File: config.mk
export PLATFORM = sky130hd
export DESIGN_NAME = tuple_extract_flat
export DESIGN_NICKNAME = d
export VERILOG_FILES = /design/src/rtl/nat_pkg.sv /design/src/rtl/tuple_extract_if.sv /design/src/rtl/tuple_fifo.sv /design/src/rtl/tuple_extract.sv /design/src/flat_wrapper.sv
export SDC_FILE = /design/constraint.sdc
export NUM_CORES = 1
export LEC_CHECK = 0
export CORE_ASPECT_RATIO = 1.75
export CORE_MARGIN = 2
export CORE_UTILIZATION = 40
export CTS_BUF_LIST = sky130_fd_sc_hd__clkbuf_8
export DETAILED_ROUTE_END_ITERATION = 12
export SLEW_MARGIN = 20
export SYNTH_ARGS = -nofsm -noshare
export SYNTH_HDL_FRONTEND = slang
export SYNTH_SLANG_ARGS = --single-unit
File: constraint.sdc
create_clock -name clk -period 11.4 [get_ports clk]
set_input_delay 3.42 -clock clk [delete_from_list [all_inputs] [get_ports clk]]
set_output_delay 3.42 -clock clk [all_outputs]
set_load 0.05 [all_outputs]
File: src/rtl/nat_pkg.sv
// nat_pkg: shared tuple layout, protocol constants and parser types for the NAT path
package nat_pkg;
   localparam int TUPLE_W   = 104;
   localparam int PROTO_LSB = 0;
   localparam int PROTO_W   = 8;
   localparam int DPORT_LSB = 8;
   localparam int SPORT_LSB = 24;
   localparam int PORT_W    = 16;
   localparam int DIP_LSB   = 40;
   localparam int SIP_LSB   = 72;
   localparam int IP_W      = 32;
   localparam logic [15:0] ETHERTYPE_IPV4 = 16'h0800;
   localparam logic [7:0]  PROTO_TCP      = 8'd6;
   localparam logic [7:0]  PROTO_UDP      = 8'd17;
   localparam logic [7:0]  IPV4_VER_IHL   = 8'h45;
   typedef enum logic {HDR, SKIP} parse_state_t;
   function automatic logic [7:0] lane(input logic [63:0] d, input int n);
      return d[8*n +: 8];
   endfunction
endpackage

File: src/rtl/tuple_extract_if.sv
// tuple_extract_if: packet tap stream in, extracted tuple stream out
interface tuple_extract_if;
   logic [63:0]  s_tdata;
   logic [7:0]   s_tkeep;
   logic         s_tvalid;
   logic         s_tlast;
   logic [127:0] tuple_data;
   logic         tuple_valid;
   logic         tuple_ready;
   modport master (output s_tdata, s_tkeep, s_tvalid, s_tlast, tuple_ready,
                   input tuple_data, tuple_valid);
   modport slave (input s_tdata, s_tkeep, s_tvalid, s_tlast, tuple_ready,
                  output tuple_data, tuple_valid);
endinterface

File: src/rtl/tuple_fifo.sv
// tuple_fifo: small synchronous FIFO holding extracted tuples; head reads as zero when empty
module tuple_fifo #(
   parameter int WIDTH = 104,
   parameter int DEPTH = 4
) (
   input  logic             clk,
   input  logic             reset,
   input  logic             push,
   input  logic [WIDTH-1:0] push_data,
   input  logic             pop,
   output logic [WIDTH-1:0] pop_data,
   output logic             full,
   output logic             empty
);
   localparam int AW = $clog2(DEPTH);
   logic [WIDTH-1:0] mem [DEPTH];
   logic [AW-1:0]    wr_ptr, rd_ptr;
   logic [AW:0]      count;
   logic             do_push, do_pop;
   assign do_pop   = pop && !empty;
   assign do_push  = push && (!full || do_pop);
   assign full     = count == (AW+1)'(DEPTH);
   assign empty    = count == '0;
   assign pop_data = empty ? '0 : mem[rd_ptr];
   // storage write; contents need no reset since empty masks the head
   always_ff @(posedge clk)
      if (do_push) mem[wr_ptr] <= push_data;
   // pointers wrap naturally because DEPTH is a power of two
   always_ff @(posedge clk) begin
      if (reset) begin
         wr_ptr <= '0;
         rd_ptr <= '0;
         count  <= '0;
      end else begin
         if (do_push) wr_ptr <= wr_ptr + 1'b1;
         if (do_pop) rd_ptr <= rd_ptr + 1'b1;
         count <= count + (AW+1)'(do_push) - (AW+1)'(do_pop);
      end
   end
endmodule

File: src/rtl/tuple_extract.sv
// tuple_extract: passive tap parsing IPv4 TCP/UDP headers into 5-tuples for the connection table
module tuple_extract
   import nat_pkg::*;
#(
   parameter int FIFO_DEPTH = 4
) (
   input  logic         clk,
   input  logic         reset,
   tuple_extract_if.slave tif,
   output logic [31:0]  stat_pkts,
   output logic [31:0]  stat_tuples,
   output logic [31:0]  stat_skipped,
   output logic [31:0]  stat_dropped
);
   parse_state_t       state;
   logic [2:0]         beat_idx;
   logic [7:0]         proto_q;
   logic [31:0]        sip_q;
   logic [15:0]        dip_hi_q;
   logic [63:0]        d;
   logic               acc, in_hdr, last_hdr, keep_ok, field_ok, beat_ok, fail, push, pop, push_ok;
   logic               full, empty;
   logic [TUPLE_W-1:0] tuple_in, tuple_out;
   assign d        = tif.s_tdata;
   assign acc      = tif.s_tvalid;
   assign in_hdr   = state == HDR;
   assign last_hdr = beat_idx == 3'd4;
   // per-beat header checks: Ethertype/version on beat 1, protocol and unfragmented on beat 2
   always_comb begin
      keep_ok  = last_hdr ? &tif.s_tkeep[5:0] : &tif.s_tkeep;
      field_ok = (beat_idx == 3'd1) ? ({lane(d, 4), lane(d, 5)} == ETHERTYPE_IPV4 && lane(d, 6) == IPV4_VER_IHL) :
                 (beat_idx == 3'd2) ? ((lane(d, 7) == PROTO_TCP || lane(d, 7) == PROTO_UDP) &&
                                       d[37:32] == 6'd0 && d[47:40] == 8'd0) : 1'b1;
   end
   assign beat_ok  = keep_ok && field_ok;
   assign fail     = acc && in_hdr && (!beat_ok || (tif.s_tlast && !last_hdr));
   assign push     = acc && in_hdr && last_hdr && beat_ok;
   assign pop      = tif.tuple_valid && tif.tuple_ready;
   assign push_ok  = push && (!full || pop);
   assign tuple_in = {sip_q, dip_hi_q, lane(d, 0), lane(d, 1), lane(d, 2), lane(d, 3),
                      lane(d, 4), lane(d, 5), proto_q};
   // header walker: advance through beats 0..4, bail to SKIP on any failure, resync on tlast
   always_ff @(posedge clk) begin
      if (reset) begin
         state    <= HDR;
         beat_idx <= '0;
         proto_q  <= '0;
         sip_q    <= '0;
         dip_hi_q <= '0;
      end else if (acc) begin
         if (!in_hdr) begin
            if (tif.s_tlast) state <= HDR;
         end else if (fail || last_hdr) begin
            state    <= tif.s_tlast ? HDR : SKIP;
            beat_idx <= '0;
         end else begin
            beat_idx <= beat_idx + 3'd1;
         end
         if (in_hdr && beat_idx == 3'd2) proto_q <= lane(d, 7);
         if (in_hdr && beat_idx == 3'd3) begin
            sip_q    <= {lane(d, 2), lane(d, 3), lane(d, 4), lane(d, 5)};
            dip_hi_q <= {lane(d, 6), lane(d, 7)};
         end
      end
   end
   // event counters; a push lost to a full FIFO counts as dropped, not as a tuple
   always_ff @(posedge clk) begin
      if (reset) begin
         stat_pkts    <= '0;
         stat_tuples  <= '0;
         stat_skipped <= '0;
         stat_dropped <= '0;
      end else begin
         stat_pkts    <= stat_pkts + 32'(acc && tif.s_tlast);
         stat_tuples  <= stat_tuples + 32'(push_ok);
         stat_skipped <= stat_skipped + 32'(fail);
         stat_dropped <= stat_dropped + 32'(push && !push_ok);
      end
   end
   tuple_fifo #(.WIDTH(TUPLE_W), .DEPTH(FIFO_DEPTH)) u_fifo (
      .clk      (clk),
      .reset    (reset),
      .push     (push),
      .push_data(tuple_in),
      .pop      (pop),
      .pop_data (tuple_out),
      .full     (full),
      .empty    (empty)
   );
   assign tif.tuple_valid = !empty;
   assign tif.tuple_data  = {24'b0, tuple_out};
endmodule

File: src/flat_wrapper.sv
// flat-port wrapper written by rule: the top's interface ports become plain ports
module tuple_extract_flat import nat_pkg::*;
#(
   parameter int FIFO_DEPTH = 4
)
  (clk, reset, stat_pkts, stat_tuples, stat_skipped, stat_dropped, tif_s_tdata, tif_s_tkeep, tif_s_tvalid, tif_s_tlast, tif_tuple_ready, tif_tuple_data, tif_tuple_valid);
  tuple_extract_if tif_i ();
  input  logic clk;
  input  logic reset;
  output logic [31:0] stat_pkts;
  output logic [31:0] stat_tuples;
  output logic [31:0] stat_skipped;
  output logic [31:0] stat_dropped;
  input wire logic [$bits(tif_i.s_tdata)-1:0] tif_s_tdata;
  input wire logic [$bits(tif_i.s_tkeep)-1:0] tif_s_tkeep;
  input wire logic [$bits(tif_i.s_tvalid)-1:0] tif_s_tvalid;
  input wire logic [$bits(tif_i.s_tlast)-1:0] tif_s_tlast;
  input wire logic [$bits(tif_i.tuple_ready)-1:0] tif_tuple_ready;
  output wire logic [$bits(tif_i.tuple_data)-1:0] tif_tuple_data;
  output wire logic [$bits(tif_i.tuple_valid)-1:0] tif_tuple_valid;
  assign tif_i.s_tdata = tif_s_tdata;
  assign tif_i.s_tkeep = tif_s_tkeep;
  assign tif_i.s_tvalid = tif_s_tvalid;
  assign tif_i.s_tlast = tif_s_tlast;
  assign tif_i.tuple_ready = tif_tuple_ready;
  assign tif_tuple_data = tif_i.tuple_data;
  assign tif_tuple_valid = tif_i.tuple_valid;
  tuple_extract #(.FIFO_DEPTH(FIFO_DEPTH)) u_core (.clk(clk), .reset(reset), .tif(tif_i), .stat_pkts(stat_pkts), .stat_tuples(stat_tuples), .stat_skipped(stat_skipped), .stat_dropped(stat_dropped));
endmodule
==> flow_metrics.tcl, run 1 <==
set metrics [dict create \
    rows 120 \
    finalSetupViolations 0 \
    drtAntennaViolNets 0 \
    cts_tree "done" \
    synth_area_leader_cell "edfxtp_1" \
    yosys_warnings 0 \
    routed_wl_um 58300 \
    slew_headroom_pct 31.0 \
    clkSinkCount 613 \
    path_max_fanout 45 \
    start_util_pct 40.2 \
    finalCriticalPeriod_ps 7360 \
    synthFlopType "edfxtp_1" \
    hold_class "flip-flop to flip-flop" \
    status "complete, no violations" \
    finalNetCount 2131 \
    dp_hpwl_um 35200 \
    endpoint_kind "output pin" \
    avgSynthCellArea_um2 14.3 \
    worst-slew-pin-transition_ps 1040 \
    grt_pass1_wl_um 89300 \
    drt_iter0_drc 738 \
    rsz0062_at_grt "false" \
    synthToLayoutAreaGrowth_pct 22.3 \
    synth.distinct_cells 48 \
    cts_buffers 89 \
    critPathLaunchType "flip-flop" \
    num_vias 15200 \
    fin_tns_setup_ps 0 \
    gr-total-overflow 0 \
    clk-insertion-delay-late_ps 670 \
    maxCapViolations 0 \
    die_area_um2 63300 \
    synth-async-reset-ratio_pct 0 \
    die_h_um 331 \
    gr-usage-all-layers_pct 18.3 \
    timing.fmax_mhz 136 \
    path_class "flip-flop to output pin" \
    irDropWorstVdd_uv 103 \
    slew_viol_final 0 \
    design_power_total_mw 4.13 \
    synth.top_cell.area_share_pct 51.0 \
    synth_cells 1710 \
    synth_area_um2 24500 \
    fin_crit_sh_pct 64.6 \
    place.gp.congestion 0.782 \
    port_buffers 309 \
    antenna_found_initial 7 \
    grt_pass1_vias 15600 \
    reg2reg_slack_ps 7600 \
    required_ps 7980 \
    cts_setup_buffers 0 \
    io_pins 334 \
    ctsHoldBuffers 0 \
    grt_max_degree 106 \
    first_pass_iters 6 \
    clockBufferDepth 3 \
    hold_viol_final 0 \
    skew_ps 34.9 \
    seq_area_frac_synth_pct 67.1 \
    p_per_area_nw_per_um2 138 \
    routedWlPerCell_um 20.1 \
    cts_resized 0 \
    htree_levels 3 \
    drcViolationCount 0 \
    core_area_um2 61000 \
    root_buffer "clkbuf_8" \
    synthTopCellsByArea "edfxtp_1, dfxtp_1, mux4_2" \
    path_clk_slew_ps 70 \
    die_x_um 191 \
    drive_above_1_share_pct 11.9 \
    crit_arrival_ps 3940 \
    ys_ff_latch 613 \
    synth_edf_count 416 \
    leakagePower_nw 9.98 \
    vias_per_cell 5.23 \
    synth_commonest_cells "edfxtp_1, dfxtp_1, nand2_1" \
    yosysMostFrequentCell "edfxtp_1" \
]
## state kept, by name (all words and copies together) (netlist names), named ones only
signal,cells
u_core.u_fifo.mem,416
u_core.dip_hi_q,16
u_core.u_fifo.rd_ptr,2
u_core.stat_tuples,32
u_core.state,1
u_core.u_fifo.wr_ptr,2
u_core.beat_idx,3
u_core.stat_dropped,32
u_core.sip_q,32
u_core.proto_q,8
u_core.stat_skipped,32
u_core.u_fifo.count,3
u_core.stat_pkts,32
## worst max-delay path, cell delays in order (launching register included)
cell and delay (ps):
dfxtp_4 980, buf_4 730, mux4_2 580, and2_1 230, clkdlybuf4s50_1 740
## cell usage in the layout (no fill, tap or decap), types with 3 or more instances in the layout
| cell | netlist | routed |
|---|---|---|
| mux4_2 | 104 | 104 |
| buf_4 | 24 | 10 |
| dfxtp_1 | 197 | 195 |
| nand3_1 | 42 | 42 |
| ha_1 | 19 | 19 |
| o21ai_0 | 35 | 35 |
| clkinv_2 | 0 | 14 |
| mux2i_1 | 9 | 9 |
| nor4_1 | 16 | 16 |
| bufinv_16 | 0 | 4 |
| a21oi_1 | 112 | 112 |
| nor3_1 | 15 | 15 |
| and2_4 | 0 | 4 |
| inv_1 | 27 | 57 |
| mux2_2 | 6 | 6 |
| or3_1 | 34 | 33 |
| nor4bb_1 | 4 | 4 |
| nand4_1 | 36 | 36 |
| or4_1 | 39 | 39 |
| clkinv_1 | 0 | 21 |
| conb_1 | 1 | 24 |
| nor2_1 | 81 | 81 |
| and3_1 | 6 | 6 |
| diode_2 | 0 | 3 |
| nor2b_1 | 17 | 17 |
| xor2_1 | 22 | 22 |
| xnor2_1 | 32 | 32 |
| nand2_1 | 144 | 143 |
| and2_1 | 114 | 109 |
| clkbuf_8 | 0 | 92 |
| clkdlybuf4s50_1 | 0 | 308 |
| edfxtp_1 | 416 | 416 |
| and4_1 | 19 | 19 |
| o31ai_1 | 30 | 30 |
## layout make-up
| class | count | area (um^2) |
|---|---|---|
| Antenna cell | 3 | 7.51 |
| Multi-Input combinational cell | 983 | 7550 |
| Clock inverter | 75 | 439 |
| Clock buffer | 92 | 1270 |
| Tap cell | 793 | 992 |
| Fill cell | 5424 | 31000 |
| Timing Repair Buffer | 320 | 3180 |
| Inverter | 27 | 101 |
| Sequential cell | 613 | 16400 |
## final timing paths
check | start | endpoint | cells after the start
max | flip-flop | tif_tuple_data[86] | 4
min | u_core.sip_q[15] | u_core.u_fifo.mem[1][87] | 0
min reg2reg | u_core.sip_q[15] | u_core.u_fifo.mem[1][87] | 0
max reg2reg | u_core.beat_idx[0] | u_core.stat_skipped[29] | 10
## stage by stage
stage | instance area, um^2 | hold slack [ps] | cells | worst slack, ps | util [%]
floorplan | 24600 | 459 | 1733 | 4360 | -
global placement | 28300 | 467 | 2736 | 3920 | 46.4
detailed placement | 28300 | 479 | 2736 | 3850 | 46.4
CTS | 30000 | 489 | 2903 | 3810 | 49.2
global route | 30000 | 507 | 2906 | 3680 | 49.2
finish | 30000 | 483 | 2906 | 4040 | 49.2
## per-layer routing
| metal | vias up | GRT usage (%) | share of wire [%] |
|---|---|---|---|
| met5 | - | 0 | 0.093 |
| met4 | 8 | 7.38 | 3.2 |
| met3 | 106 | 4.86 | 6.6 |
| met2 | 454 | 32.1 | 51 |
| met1 | 7545 | 21.1 | 39 |
| li1 | 7096 | - | - |
## cells by family (layout without fill, tap and decap cells)
group	after synthesis	in the layout	share of synthesized area, %
muxes	119	119	10.2
other	1	27	0.0153
xor gates and xnor gates	54	54	1.93
AOI/OAI and AO/OA	189	189	4.35
adders and majority gates	20	20	1.05
DFF	613	613	67.1
and+or+nand+nor	577	577	12.8
buffers and inverters	137	514	2.57
## where the power goes
group / switching [mW] / internal (mW)
clock: 0.834 / 0.850
sequential: 0.00127 / 2.36
combinational: 0.0563 / 0.0292
total: 0.891 / 3.24
Note: power is estimated with default switching activity, not from simulation.
==> run 2, diff against run 1 <==
- clock period: 11.4 -> 7.3 ns (I/O delays scaled with it)
==> run 2 against run 1 <==
Sequential power up 56%. Clock skew shrank 8.1 ps. Sequential share of layout area down 0.25 points. Critical endpoint is now u_core.stat_skipped[29].
==> flow_metrics.tcl, run 2 (synthesis gave the netlist of run 1 again) <==
set metrics [dict create \
    dp_hpwl_um 37000 \
    grt_pass1_vias 16200 \
    place.gp.congestion 0.802 \
    mostFrequentLayoutCells "edfxtp_1, clkdlybuf4s50_1, dfxtp_1" \
    synthToLayoutAreaGrowth_pct 22.9 \
    slew_viol_final 0 \
    drcViolationCount 0 \
    finalNetCount 2138 \
    drt_iter0_drc 749 \
    rsz0062_at_grt "false" \
    clkSinkCount 613 \
    min_delay_path_depth 0 \
    routedWlPerCell_um 20.6 \
    routed_wl_um 59900 \
    worst_slack_ps 1690 \
    leakagePower_nw 10.0 \
    htree_levels 3 \
    timing.rr.end "u_core.stat_skipped[29]" \
    drtAntennaViolNets 0 \
    endpoint_kind "flip-flop" \
    hold_class "flip-flop to flip-flop" \
    num_vias 15400 \
    start_util_pct 40.2 \
    reg2reg_depth 10 \
    fin_crit_sh_pct 76.8 \
    path_max_fanout 18 \
    min_delay_worst_endpoint "u_core.u_fifo.mem[0][75]" \
    finalSetupViolations 0 \
    die_x_um 191 \
    die_area_um2 63300 \
    slew_headroom_pct 32.2 \
    status "complete, no violations" \
    root_buffer "clkbuf_8" \
    critPathLaunchType "primary input" \
    maxCapViolations 0 \
    worst-slew-pin-transition_ps 1010 \
    worstSetupStartpoint "tif_s_tdata[39]" \
    first_pass_iters 5 \
    hold_viol_final 0 \
    rows 120 \
    antenna_found_initial 5 \
    skew_ps 26.7 \
    cts_resized 0 \
    required_ps 7840 \
    port_buffers 309 \
    grt_max_degree 75 \
    finalCriticalPeriod_ps 5610 \
    place_ws_ps 939 \
    irDropWorstVdd_uv 162 \
    timing.fmax_mhz 178 \
    cts_tree "done" \
    clk-insertion-delay-late_ps 650 \
    holdCritStartpoint "u_core.sip_q[3]" \
    rr_startpoint "u_core.beat_idx[0]" \
    fin_tns_setup_ps 0 \
    cts_buffers 90 \
    die_h_um 331 \
    path_clk_slew_ps 70 \
    final_common_cell "edfxtp_1" \
    drive_above_1_share_pct 12.5 \
    gr-total-overflow 0 \
    reg2reg_slack_ps 3460 \
    largest-register "u_core.u_fifo.mem" \
    crit_arrival_ps 6140 \
    grt_pass1_wl_um 92300 \
    ctsHoldBuffers 0 \
    gr-usage-all-layers_pct 18.9 \
    cts_setup_buffers 0 \
    io_pins 334 \
    path_class "primary input to flip-flop" \
    clockBufferDepth 3 \
    vias_per_cell 5.28 \
    largest_reg_flops 416 \
    core_area_um2 61000 \
    p_per_area_nw_per_um2 215 \
]
[run 2: where the power goes]
group | switching, mW | internal (mW) | total (mW)
registers | 0.00182 | 3.68 | 3.68
logic | 0.0864 | 0.0456 | 0.132
clock network | 1.31 | 1.34 | 2.65
[run 2: cell type report]
| class | instances | area [um^2] |
|---|---|---|
| fill | 5381 | 30800 |
| sequential | 613 | 16400 |
| multi-input combinational | 983 | 7550 |
| timing repair buffer | 326 | 3300 |
| clock buffer | 100 | 1380 |
| tap | 793 | 992 |
| clock inverter | 67 | 354 |
| inverter | 27 | 101 |
| antenna | 1 | 2.50 |
[run 2: worst max path at each step]
| stage | end | cells after the start | slack [ps] |
|---|---|---|---|
| 5_1_grt | tif_tuple_data[36] | 4 | 1420 |
| 4_1_cts | tif_tuple_data[36] | 4 | 1510 |
| 3_5_place_dp | u_core.stat_skipped[29] | 10 | 940 |
| 6_report | u_core.stat_skipped[29] | 10 | 1690 |
| 3_3_place_gp | u_core.stat_skipped[29] | 10 | 990 |
| 2_1_floorplan | u_core.u_fifo.mem[0][0] | 3 | 1490 |
[run 2: worst max-delay path: stages]
cell and delay [ps]:
clkdlybuf4s50_1 790, nor4bb_1 140, a311oi_1 890, a211o_1 190
o21a_1 130, ha_1 200, nand2_1 120, or4_1 720
nor4b_1 390, mux2_2 370
[run 2: layer usage]
| layer | global-route usage [%] | share of wire, % | vias to the layer above |
|---|---|---|---|
| met5 | 0 | 0.085 | - |
| met4 | 6.46 | 2.5 | 8 |
| met3 | 4.62 | 6.2 | 79 |
| met2 | 34.3 | 53 | 439 |
| met1 | 21.4 | 39 | 7753 |
| li1 | - | - | 7100 |
[run 2: per-stage QoR]
stage | cell area [um^2] | power [mW] | hold WS, ps | cells | util [%]
after floorplan | 24600 | 3.83 | 459 | 1733 | -
after global placement | 28400 | 3.89 | 467 | 2742 | 46.6
after detailed placement | 28400 | 3.89 | 484 | 2742 | 46.6
after CTS | 30100 | 6.56 | 484 | 2909 | 49.4
after global routing | 30100 | 6.69 | 499 | 2910 | 49.4
final | 30100 | 6.46 | 486 | 2910 | 49.4
==> run 3, diff against run 2 <==
- clock period: 7.3 -> 4.75 ns (I/O delays scaled with it)
==> run 3 against run 2 <==
Wire length up 0.37%. Cell count rose by 1.3%. Sequential share of layout area shrank 0.54 points. Non-clock buffer count up 35. Critical path depth is 6 lower. Clock power rose by 48%. Die area unchanged. Flip-flop and latch count did not move. Worst hold slack hardly changed. Register-to-register slack lost 1900 ps. Global-route usage barely moved. Worst setup slack got worse by 1500 ps. Critical path type is now flip-flop to output pin. Highest routed layer unchanged.
==> flow_metrics.tcl, run 3 (synthesis gave the netlist of run 1 again) <==
set metrics [dict create \
    maxCapViolations 0 \
    finalNetCount 2174 \
    largest-register "u_core.u_fifo.mem" \
    critPathSlowestCell "clkdlybuf4s50_1" \
    start_util_pct 40.2 \
    clk-insertion-delay-late_ps 680 \
    finalCriticalPeriod_ps 4540 \
    fin_crit_sh_pct 95.7 \
    port_buffers 309 \
    endpoint_kind "output pin" \
    gr-usage-all-layers_pct 18.9 \
    fillers 5358 \
    routed_wl_um 60100 \
    critPathLaunchType "flip-flop" \
    cts_resized 0 \
    drive_above_1_share_pct 13.7 \
    cts_buffers 89 \
    rsz0062_at_grt "false" \
    path_cells "buf_12 -> mux4_2 -> and2_1 -> clkdlybuf4s50_1" \
    dp_hpwl_um 37000 \
    path_clk_slew_ps 60 \
    die_area_um2 63300 \
    die_x_um 191 \
    fin_tns_setup_ps 0 \
    required_ps 3320 \
    num_vias 15500 \
    final_common_cell "edfxtp_1" \
    mostFrequentLayoutCells "edfxtp_1, clkdlybuf4s50_1, dfxtp_1" \
    first_pass_iters 4 \
    cp_top_family "buffers and inverters" \
    worst_slack_ps 205 \
    status "complete, no violations" \
    irDropWorstVdd_uv 184 \
    cts_tree "done" \
    ctsHoldBuffers 0 \
    cts_setup_buffers 0 \
    path_max_fanout 44 \
    crit_path_max_incr_delay_ps 830 \
    hold_class "flip-flop to flip-flop" \
    path_class "flip-flop to output pin" \
    io_pins 334 \
    vias_per_cell 5.26 \
    place_ws_ps -14.4 \
    finalSetupViolations 0 \
    grt_pass1_wl_um 91700 \
    p_per_area_nw_per_um2 322 \
    gr-total-overflow 0 \
    design_power_total_mw 9.79 \
    htree_levels 3 \
    slew_headroom_pct 39.6 \
    leakagePower_nw 10.2 \
    skew_ps 24.3 \
    worst-slew-pin-transition_ps 907 \
    crit_arrival_ps 3120 \
    drtAntennaViolNets 0 \
    rows 120 \
    grt_pass1_vias 15900 \
    clockBufferDepth 3 \
    hold_viol_final 0 \
    die_h_um 331 \
    largest_reg_flops 416 \
    root_buffer "clkbuf_8" \
    grt_max_degree 113 \
    antenna_found_initial 4 \
    hold_ws_ps 487 \
    slew_viol_final 0 \
    cp_num_buf_inv 2 \
    clkSinkCount 613 \
    drcViolationCount 0 \
    drt_iter0_drc 685 \
    final_util_pct 49.9 \
    core_area_um2 61000 \
    routedWlPerCell_um 20.4 \
    timing.fmax_mhz 220 \
    place.gp.congestion 0.795 \
    synthToLayoutAreaGrowth_pct 24.1 \
]
[run 3: cell count changes in the layout (fill, tap and decap cells not counted), moves of 2 or more]
| cell | before | now |
|---|---|---|
| inv_1 | 55 | 64 |
| clkbuf_8 | 100 | 95 |
| bufinv_16 | 2 | 0 |
| clkinv_1 | 17 | 14 |
| buf_4 | 11 | 38 |
| buf_12 | 6 | 14 |
| clkinv_8 | 0 | 2 |
| or3_2 | 0 | 2 |
[run 3: worst paths after layout]
check / from / slack (ps) / end / cells after the start
worst max-delay path: flip-flop / 210 / tif_tuple_data[4] / 4
worst max register to register: u_core.u_fifo.count[1] / 1590 / u_core.stat_tuples[26] / 8
worst min register to register: u_core.stat_tuples[31] / 490 / u_core.stat_tuples[31] / 2
worst min-delay path: u_core.stat_tuples[31] / 490 / u_core.stat_tuples[31] / 2
[run 3: metal layers]
layer	up-vias	global-route usage, %	part of all wire, %	wire [um]
li1	7178	-	-	-
met1	7811	21.6	39	23300
met2	424	34.1	53	31800
met3	85	4.61	6.0	3590
met4	4	6.45	2.3	1380
met5	-	0	0.045	27
[run 3: layout make-up]
type / count / area, um^2 / area share, %
Clock inverter: 73 / 345 / 1.14
Inverter: 27 / 101 / 0.333
Sequential cell: 613 / 16400 / 54.1
Antenna cell: 2 / 5.00 / 0.0165
Clock buffer: 95 / 1310 / 4.30
Timing Repair Buffer: 361 / 3660 / 12.0
Tap cell: 793 / 992 / 3.26
Multi-Input combinational cell: 985 / 7560 / 24.9
[run 3: tightest hold or removal path: stages, from the launching register on]
cell,delay (ps)
dfxtp_1,320
o31ai_1,70
a21oi_1,50
[run 3: report_power, final]
part / switching, mW / internal [mW] / leakage (nW)
combinational: 0.138 / 0.0802 / 3.33
sequential: 0.00304 / 5.66 / 5.92
clock: 2.03 / 1.87 / 0.986
[run 3: metrics by stage]
step | area (um^2) | std cells
2_1_floorplan | 24600 | 1733
3_3_place_gp | 28700 | 2777
6_report | 30400 | 2949
4_1_cts | 30400 | 2947
5_1_grt | 30400 | 2948
3_5_place_dp | 28700 | 2777
